### src/rtl/fan_sched_pkg.sv
// Shared state encodings, default durations and counter widths for the fan mode scheduler.
package fan_sched_pkg;

  typedef enum logic [2:0] {
    ST_STANDBY    = 3'b000,
    ST_MODE1      = 3'b001,
    ST_MODE2      = 3'b010,
    ST_MODE3      = 3'b011,
    ST_SELF_CLEAN = 3'b100,
    ST_EXIT_DELAY = 3'b101
  } fan_state_e;

  localparam int unsigned DEF_HURRICANE_SEC = 60;
  localparam int unsigned DEF_EXIT_SEC      = 60;
  localparam int unsigned DEF_CLEAN_SEC     = 180;
  localparam int unsigned DEF_REMIND_SEC    = 36000;

  localparam int unsigned CNT_W = 8;
  localparam int unsigned ACC_W = 16;

endpackage

### src/rtl/fan_mode_scheduler_if.sv
// Button/tick inputs and mode/status outputs of the fan mode scheduler.
interface fan_mode_scheduler_if;
  import fan_sched_pkg::*;

  logic             tick_1hz;
  logic             machine_state;
  logic             menu_btn;
  logic             mode1_btn;
  logic             mode2_btn;
  logic             mode3_btn;
  logic             mode_self_clean_btn;
  logic [2:0]       mode_state;
  logic [CNT_W-1:0] remain_sec;
  logic             menu_btn_state;
  logic             hurricane_used;
  logic             clean_remind;

  modport master (
    output tick_1hz, machine_state, menu_btn, mode1_btn, mode2_btn, mode3_btn,
           mode_self_clean_btn,
    input  mode_state, remain_sec, menu_btn_state, hurricane_used, clean_remind
  );

  modport slave (
    input  tick_1hz, machine_state, menu_btn, mode1_btn, mode2_btn, mode3_btn,
           mode_self_clean_btn,
    output mode_state, remain_sec, menu_btn_state, hurricane_used, clean_remind
  );

endinterface

### src/rtl/fan_mode_scheduler_sec_countdown.sv
// Loadable 8-bit seconds down-counter; done_o flags the tick that takes it from 1 to 0.
module sec_countdown
  import fan_sched_pkg::*;
(
  input  logic             clk,
  input  logic             rst,
  input  logic             load_i,
  input  logic [CNT_W-1:0] load_val_i,
  input  logic             tick_i,
  output logic [CNT_W-1:0] count_o,
  output logic             done_o
);

  logic [CNT_W-1:0] count_q, count_d;

  always_comb begin
    count_d = count_q;
    if (load_i) begin
      count_d = load_val_i;
    end else if (tick_i && (count_q != '0)) begin
      count_d = count_q - 1'b1;
    end
  end

  always_ff @(posedge clk or posedge rst) begin
    if (rst) begin
      count_q <= '0;
    end else begin
      count_q <= count_d;
    end
  end

  // Load priority is resolved by the caller, keeping done free of a path through load.
  assign done_o  = tick_i && (count_q == CNT_W'(1));
  assign count_o = count_q;

endmodule

### src/rtl/fan_mode_scheduler.sv
// Range-hood fan mode sequencer with timed hurricane, exit delay and self-clean states.
// Optional run-time cleaning reminder is built when FAN_SCHED_REMIND_EN is defined.
module fan_mode_scheduler
  import fan_sched_pkg::*;
#(
  parameter int unsigned HURRICANE_SEC = DEF_HURRICANE_SEC,
  parameter int unsigned EXIT_SEC      = DEF_EXIT_SEC,
  parameter int unsigned CLEAN_SEC     = DEF_CLEAN_SEC,
  parameter int unsigned REMIND_SEC    = DEF_REMIND_SEC
) (
  input logic                 clk,
  input logic                 rst,
  fan_mode_scheduler_if.slave bus
);

  if ((HURRICANE_SEC > 255) || (EXIT_SEC > 255) || (CLEAN_SEC > 255) ||
      (REMIND_SEC > 65535)) begin : g_cfg_check
    $error("fan_mode_scheduler: duration parameter out of range");
  end

  fan_state_e       state_q, state_d;
  logic             menu_q, menu_d;
  logic             hurr_q, hurr_d;
  logic             cd_load;
  logic [CNT_W-1:0] cd_val;
  logic [CNT_W-1:0] cd_count;
  logic             cd_done;

  sec_countdown u_countdown (
    .clk        (clk),
    .rst        (rst),
    .load_i     (cd_load),
    .load_val_i (cd_val),
    .tick_i     (bus.tick_1hz),
    .count_o    (cd_count),
    .done_o     (cd_done)
  );

  always_comb begin
    state_d = state_q;
    menu_d  = menu_q;
    hurr_d  = hurr_q;
    cd_load = 1'b0;
    cd_val  = '0;
    if (!bus.machine_state) begin
      state_d = ST_STANDBY;
      menu_d  = 1'b0;
      hurr_d  = 1'b0;
      cd_load = 1'b1;
    end else begin
      case (state_q)
        ST_STANDBY: begin
          if (bus.menu_btn) begin
            menu_d = 1'b1;
          end else if (menu_q) begin
            if (bus.mode1_btn) begin
              state_d = ST_MODE1;
              menu_d  = 1'b0;
            end else if (bus.mode2_btn) begin
              state_d = ST_MODE2;
              menu_d  = 1'b0;
            end else if (bus.mode3_btn && !hurr_q) begin
              state_d = ST_MODE3;
              menu_d  = 1'b0;
              hurr_d  = 1'b1;
              cd_load = 1'b1;
              cd_val  = CNT_W'(HURRICANE_SEC);
            end else if (bus.mode_self_clean_btn) begin
              state_d = ST_SELF_CLEAN;
              menu_d  = 1'b0;
              cd_load = 1'b1;
              cd_val  = CNT_W'(CLEAN_SEC);
            end
          end
        end
        ST_MODE1, ST_MODE2: begin
          if (bus.menu_btn)       state_d = ST_STANDBY;
          else if (bus.mode1_btn) state_d = ST_MODE1;
          else if (bus.mode2_btn) state_d = ST_MODE2;
        end
        ST_MODE3: begin
          // Leaving by menu reloads the shared counter, overriding a same-cycle expiry.
          if (bus.menu_btn) begin
            state_d = ST_EXIT_DELAY;
            cd_load = 1'b1;
            cd_val  = CNT_W'(EXIT_SEC);
          end else if (cd_done) begin
            state_d = ST_MODE2;
          end
        end
        ST_EXIT_DELAY, ST_SELF_CLEAN: begin
          if (cd_done) state_d = ST_STANDBY;
        end
        default: begin
          state_d = ST_STANDBY;
          cd_load = 1'b1;
        end
      endcase
    end
  end

  always_ff @(posedge clk or posedge rst) begin
    if (rst) begin
      state_q <= ST_STANDBY;
      menu_q  <= 1'b0;
      hurr_q  <= 1'b0;
    end else begin
      state_q <= state_d;
      menu_q  <= menu_d;
      hurr_q  <= hurr_d;
    end
  end

`ifdef FAN_SCHED_REMIND_EN
  logic [ACC_W-1:0] acc_q, acc_d;
  logic             remind_q, remind_d;
  logic             run_state;
  logic             clean_done;

  assign run_state  = state_q inside {ST_MODE1, ST_MODE2, ST_MODE3, ST_EXIT_DELAY};
  assign clean_done = bus.machine_state && (state_q == ST_SELF_CLEAN) && cd_done;

  always_comb begin
    acc_d = acc_q;
    if (clean_done) begin
      acc_d = '0;
    end else if (bus.machine_state && bus.tick_1hz && run_state && (acc_q != '1)) begin
      acc_d = acc_q + 1'b1;
    end
    remind_d = !clean_done && (32'(acc_d) >= REMIND_SEC);
  end

  always_ff @(posedge clk or posedge rst) begin
    if (rst) begin
      acc_q    <= '0;
      remind_q <= 1'b0;
    end else begin
      acc_q    <= acc_d;
      remind_q <= remind_d;
    end
  end

  assign bus.clean_remind = remind_q;
`else
  assign bus.clean_remind = 1'b0;
`endif

  assign bus.mode_state     = state_q;
  assign bus.remain_sec     = cd_count;
  assign bus.menu_btn_state = menu_q;
  assign bus.hurricane_used = hurr_q;

endmodule

### src/flat_wrapper.sv
// flat-port wrapper written by rule: the top's interface ports become plain ports
module fan_mode_scheduler_flat import fan_sched_pkg::*;
#(
  parameter int unsigned HURRICANE_SEC = DEF_HURRICANE_SEC,
  parameter int unsigned EXIT_SEC      = DEF_EXIT_SEC,
  parameter int unsigned CLEAN_SEC     = DEF_CLEAN_SEC,
  parameter int unsigned REMIND_SEC    = DEF_REMIND_SEC
)
  (clk, rst, bus_tick_1hz, bus_machine_state, bus_menu_btn, bus_mode1_btn, bus_mode2_btn, bus_mode3_btn, bus_mode_self_clean_btn, bus_mode_state, bus_remain_sec, bus_menu_btn_state, bus_hurricane_used, bus_clean_remind);
  fan_mode_scheduler_if bus_i ();
  input logic clk;
  input logic rst;
  input wire logic [$bits(bus_i.tick_1hz)-1:0] bus_tick_1hz;
  input wire logic [$bits(bus_i.machine_state)-1:0] bus_machine_state;
  input wire logic [$bits(bus_i.menu_btn)-1:0] bus_menu_btn;
  input wire logic [$bits(bus_i.mode1_btn)-1:0] bus_mode1_btn;
  input wire logic [$bits(bus_i.mode2_btn)-1:0] bus_mode2_btn;
  input wire logic [$bits(bus_i.mode3_btn)-1:0] bus_mode3_btn;
  input wire logic [$bits(bus_i.mode_self_clean_btn)-1:0] bus_mode_self_clean_btn;
  output wire logic [$bits(bus_i.mode_state)-1:0] bus_mode_state;
  output wire logic [$bits(bus_i.remain_sec)-1:0] bus_remain_sec;
  output wire logic [$bits(bus_i.menu_btn_state)-1:0] bus_menu_btn_state;
  output wire logic [$bits(bus_i.hurricane_used)-1:0] bus_hurricane_used;
  output wire logic [$bits(bus_i.clean_remind)-1:0] bus_clean_remind;
  assign bus_i.tick_1hz = bus_tick_1hz;
  assign bus_i.machine_state = bus_machine_state;
  assign bus_i.menu_btn = bus_menu_btn;
  assign bus_i.mode1_btn = bus_mode1_btn;
  assign bus_i.mode2_btn = bus_mode2_btn;
  assign bus_i.mode3_btn = bus_mode3_btn;
  assign bus_i.mode_self_clean_btn = bus_mode_self_clean_btn;
  assign bus_mode_state = bus_i.mode_state;
  assign bus_remain_sec = bus_i.remain_sec;
  assign bus_menu_btn_state = bus_i.menu_btn_state;
  assign bus_hurricane_used = bus_i.hurricane_used;
  assign bus_clean_remind = bus_i.clean_remind;
  fan_mode_scheduler #(.HURRICANE_SEC(HURRICANE_SEC), .EXIT_SEC(EXIT_SEC), .CLEAN_SEC(CLEAN_SEC), .REMIND_SEC(REMIND_SEC)) u_core (.clk(clk), .rst(rst), .bus(bus_i));
endmodule
### config.mk
export PLATFORM = sky130hd
export DESIGN_NAME = fan_mode_scheduler_flat
export DESIGN_NICKNAME = d
export VERILOG_FILES = /design/src/rtl/fan_sched_pkg.sv /design/src/rtl/fan_mode_scheduler_if.sv /design/src/rtl/fan_mode_scheduler_sec_countdown.sv /design/src/rtl/fan_mode_scheduler.sv /design/src/flat_wrapper.sv
export SDC_FILE = /design/constraint.sdc
export NUM_CORES = 1
export LEC_CHECK = 0
export ABC_AREA = 1
export BUFFER_PORTS_ARGS = -buffer_cell sky130_fd_sc_hd__buf_2
export CAP_MARGIN = 10
export CORE_ASPECT_RATIO = 0.7
export CORE_MARGIN = 4
export CORE_UTILIZATION = 25
export CTS_CLUSTER_DIAMETER = 80
export DETAILED_ROUTE_END_ITERATION = 10
export PLACE_DENSITY_LB_ADDON = 0.12
export SLEW_MARGIN = 20
export SYNTH_ARGS = -nofsm -noshare
export SYNTH_HDL_FRONTEND = slang
export SYNTH_SLANG_ARGS = --single-unit
### constraint.sdc
create_clock -name clk -period 3.35 [get_ports clk]
set_clock_uncertainty 0.05 [all_clocks]
set_input_delay 0.67 -clock clk [delete_from_list [all_inputs] [get_ports clk]]
set_output_delay 0.67 -clock clk [all_outputs]
set_load 0.01 [all_outputs]
==> metrics.yaml <==
status: "finished clean"
ir_drop_uv: 222
async_reset_ff_share_pct: 100
powerDensity_mw_per_mm2: 836
avgSynthCellArea_sq_um: 6.84
fp.dieH_um: 65.2
grt_pass1_wl_um: 5310
leakagePower_uw: 0.000750
preCtsSetupSlack_ns: 1.50
slowest_stage: "dfrtp_1"
synth_common_cells: "nand2_1 (51), inv_1 (19), nand3_1 (17)"
core_area_sq_mm: 0.00443
grtUsageTotal_pct: 11.3
cts_tree: "built"
numCtsBuffers: 3
worstPathMaxFanout: 6
vias: 1108
drcViolationCount: 0
cts_max_level: 1
cts_buffer_depth: 2
synth.area.top_cells: "dfrtp_1 (28%), nand2_1 (16%), nand3_1 (7.3%), inv_1 (6.1%), nor2_1 (4.5%)"
ant_nets: 0
io_buffers: 21
relSlewSlack_pct: 63.7
synth_top_area_cell: "dfrtp_1"
critPathKind: "reg2out"
critical-path-max-stage-delay_ns: 0.55
slew_violations: 0
hold_buffers: 0
post-route-util_pct: 31.0
synthFlopType: "dfrtp_1"
tns_ns: 0
max_slew.worst_pin.slew_ns: 0.544
synth_fp_nets: 183
synth.most_common_cell: "nand2_1"
yosysSeqAreaShare_pct: 27.8
rsz0062_at_grt: "false"
die-area_sq_mm: 0.00586
syn2layout_area_growth_pct: 17.4
ys_warn_count: 0
path_buf_inv: 1
timing.hold.ws_ns: 0.406
num_rows: 20
vias_per_cell: 4.45
critPathCaptureType: "output port"
final_hold_viol_count: 0
place_hpwl_um: 2520
grt-ovfl-total: 0
fin_nets: 207
antenna_found_initial: 0
stdcell_area_sq_mm: 0.00137
fmax_mhz: 581
clkLatencyLatePin_ns: 0.24
cts_resized: 0
min_period_over_period_pct: 51.4
drive_above_1_share_pct: 29.4
finalSetupViolCount: 0
die_x_um: 89.8
arrival_ns: 1.00
routedWlPerCell_um: 12.2
gp_congestion: 0.852
place_area_sq_mm: 0.00133
grt_pass1_vias: 1128
grt_max_degree: 14
synth_edf_count: 0
ios: 23
fin_crit_ns: 1.72
clk_pin_slew_worst_paths_ns: 0.06
dr.pass1.iters: 4
post-cts-setup-buffers: 0
holdCritPathClass: "in2async"
synth_top_cell_area_share_pct: 27.8
root_buffer: "clkbuf_8"
fin_ws_ns: 1.63
drt_wl_total_um: 3030
worst_ep_required_time_ns: 2.63
clock_sinks: 13
syn_inst: 171
drt_iter0_markers: 106
start_kind: "flop"
diodes: 0
cp_cell_sequence: "buf_2"
synth_area_sq_mm: 0.00117
synth_cell_type_count: 28
start_util_pct: 26.4
cap_violations: 0
synth_seq_cells: 13
cp_top_family: "flip-flops"
-- area by class of cell --
class / instances / area [sq um]
Clock buffer: 4 / 45.0
Fill cell: 482 / 3060
Inverter: 27 / 109
Multi-Input combinational cell: 129 / 721
Sequential cell: 13 / 325
Tap cell: 55 / 68.8
Timing Repair Buffer: 21 / 105
-- sequential cells by signal (all words and copies together), names as in the netlist --
register and count:
u_core.bus.menu_btn_state 1, u_core.bus.hurricane_used 1, u_core.u_countdown.count_o 8, u_core.bus.mode_state 3
-- metrics by stage --
step | instances | total power [uW]
floorplan | 171 | 818
global placement | 245 | 1020
detailed placement | 245 | 1010
CTS | 249 | 1170
global route | 249 | 1270
finish | 249 | 1150
-- path summary, 6_finish.rpt --
kind,start,endpoint,slack (ns),cells after the start
worst max-delay path,u_core.bus.mode_state[2],bus_mode_state[2],1.63,1
worst min-delay path,rst,u_core.bus.mode_state[2],0.41,2
worst max register to register,u_core.u_countdown.count_o[0],u_core.u_countdown.count_o[6],1.77,7
worst min register to register,u_core.u_countdown.count_o[5],u_core.u_countdown.count_o[5],0.49,2
max in group asynchronous,rst,u_core.bus.hurricane_used,2.48,2
min in group clk,u_core.u_countdown.count_o[5],u_core.u_countdown.count_o[5],0.49,2
-- power breakdown --
group	switching (uW)	internal, uW
logic	454	250
registers	84.6	215
clock network	60.5	84.1
total	599	549
-- layout by cell type (no fill, tap or decap), drive strengths merged --
master and n:
dfrtp 13, nand2 59, nand3 19, nor2 21, clkbuf 4, a21oi 8, ha 3, o21bai 2
nand4 2, a21boi 1, inv 27, conb 1, a31oi 1, xor2 3, buf 21, nor3 2
o21ai 7
-- metal layers --
layer / GRT usage (%) / vias to the layer above / share of wire [%]
met2: 16.1 / 20 / 39
li1: - / 578 / -
met4: 1.72 / 0 / 0.49
met1: 16.6 / 508 / 54
met3: 4.00 / 2 / 6.0
met5: 0 / - / 0
-- kinds of logic (layout without fill, tap and decap cells) --
family	after synthesis	count (layout)	synth area share (%)
AOI/OAI and AO/OA	19	19	11.8
xor gates and xnor gates	3	3	2.25
adders and majority gates	3	3	3.21
buffers and inverters	29	52	10.6
DFF	13	13	27.8
other	1	1	0.321
and+or+nand+nor	103	103	44.1
Power figures use the tool's default switching activity.
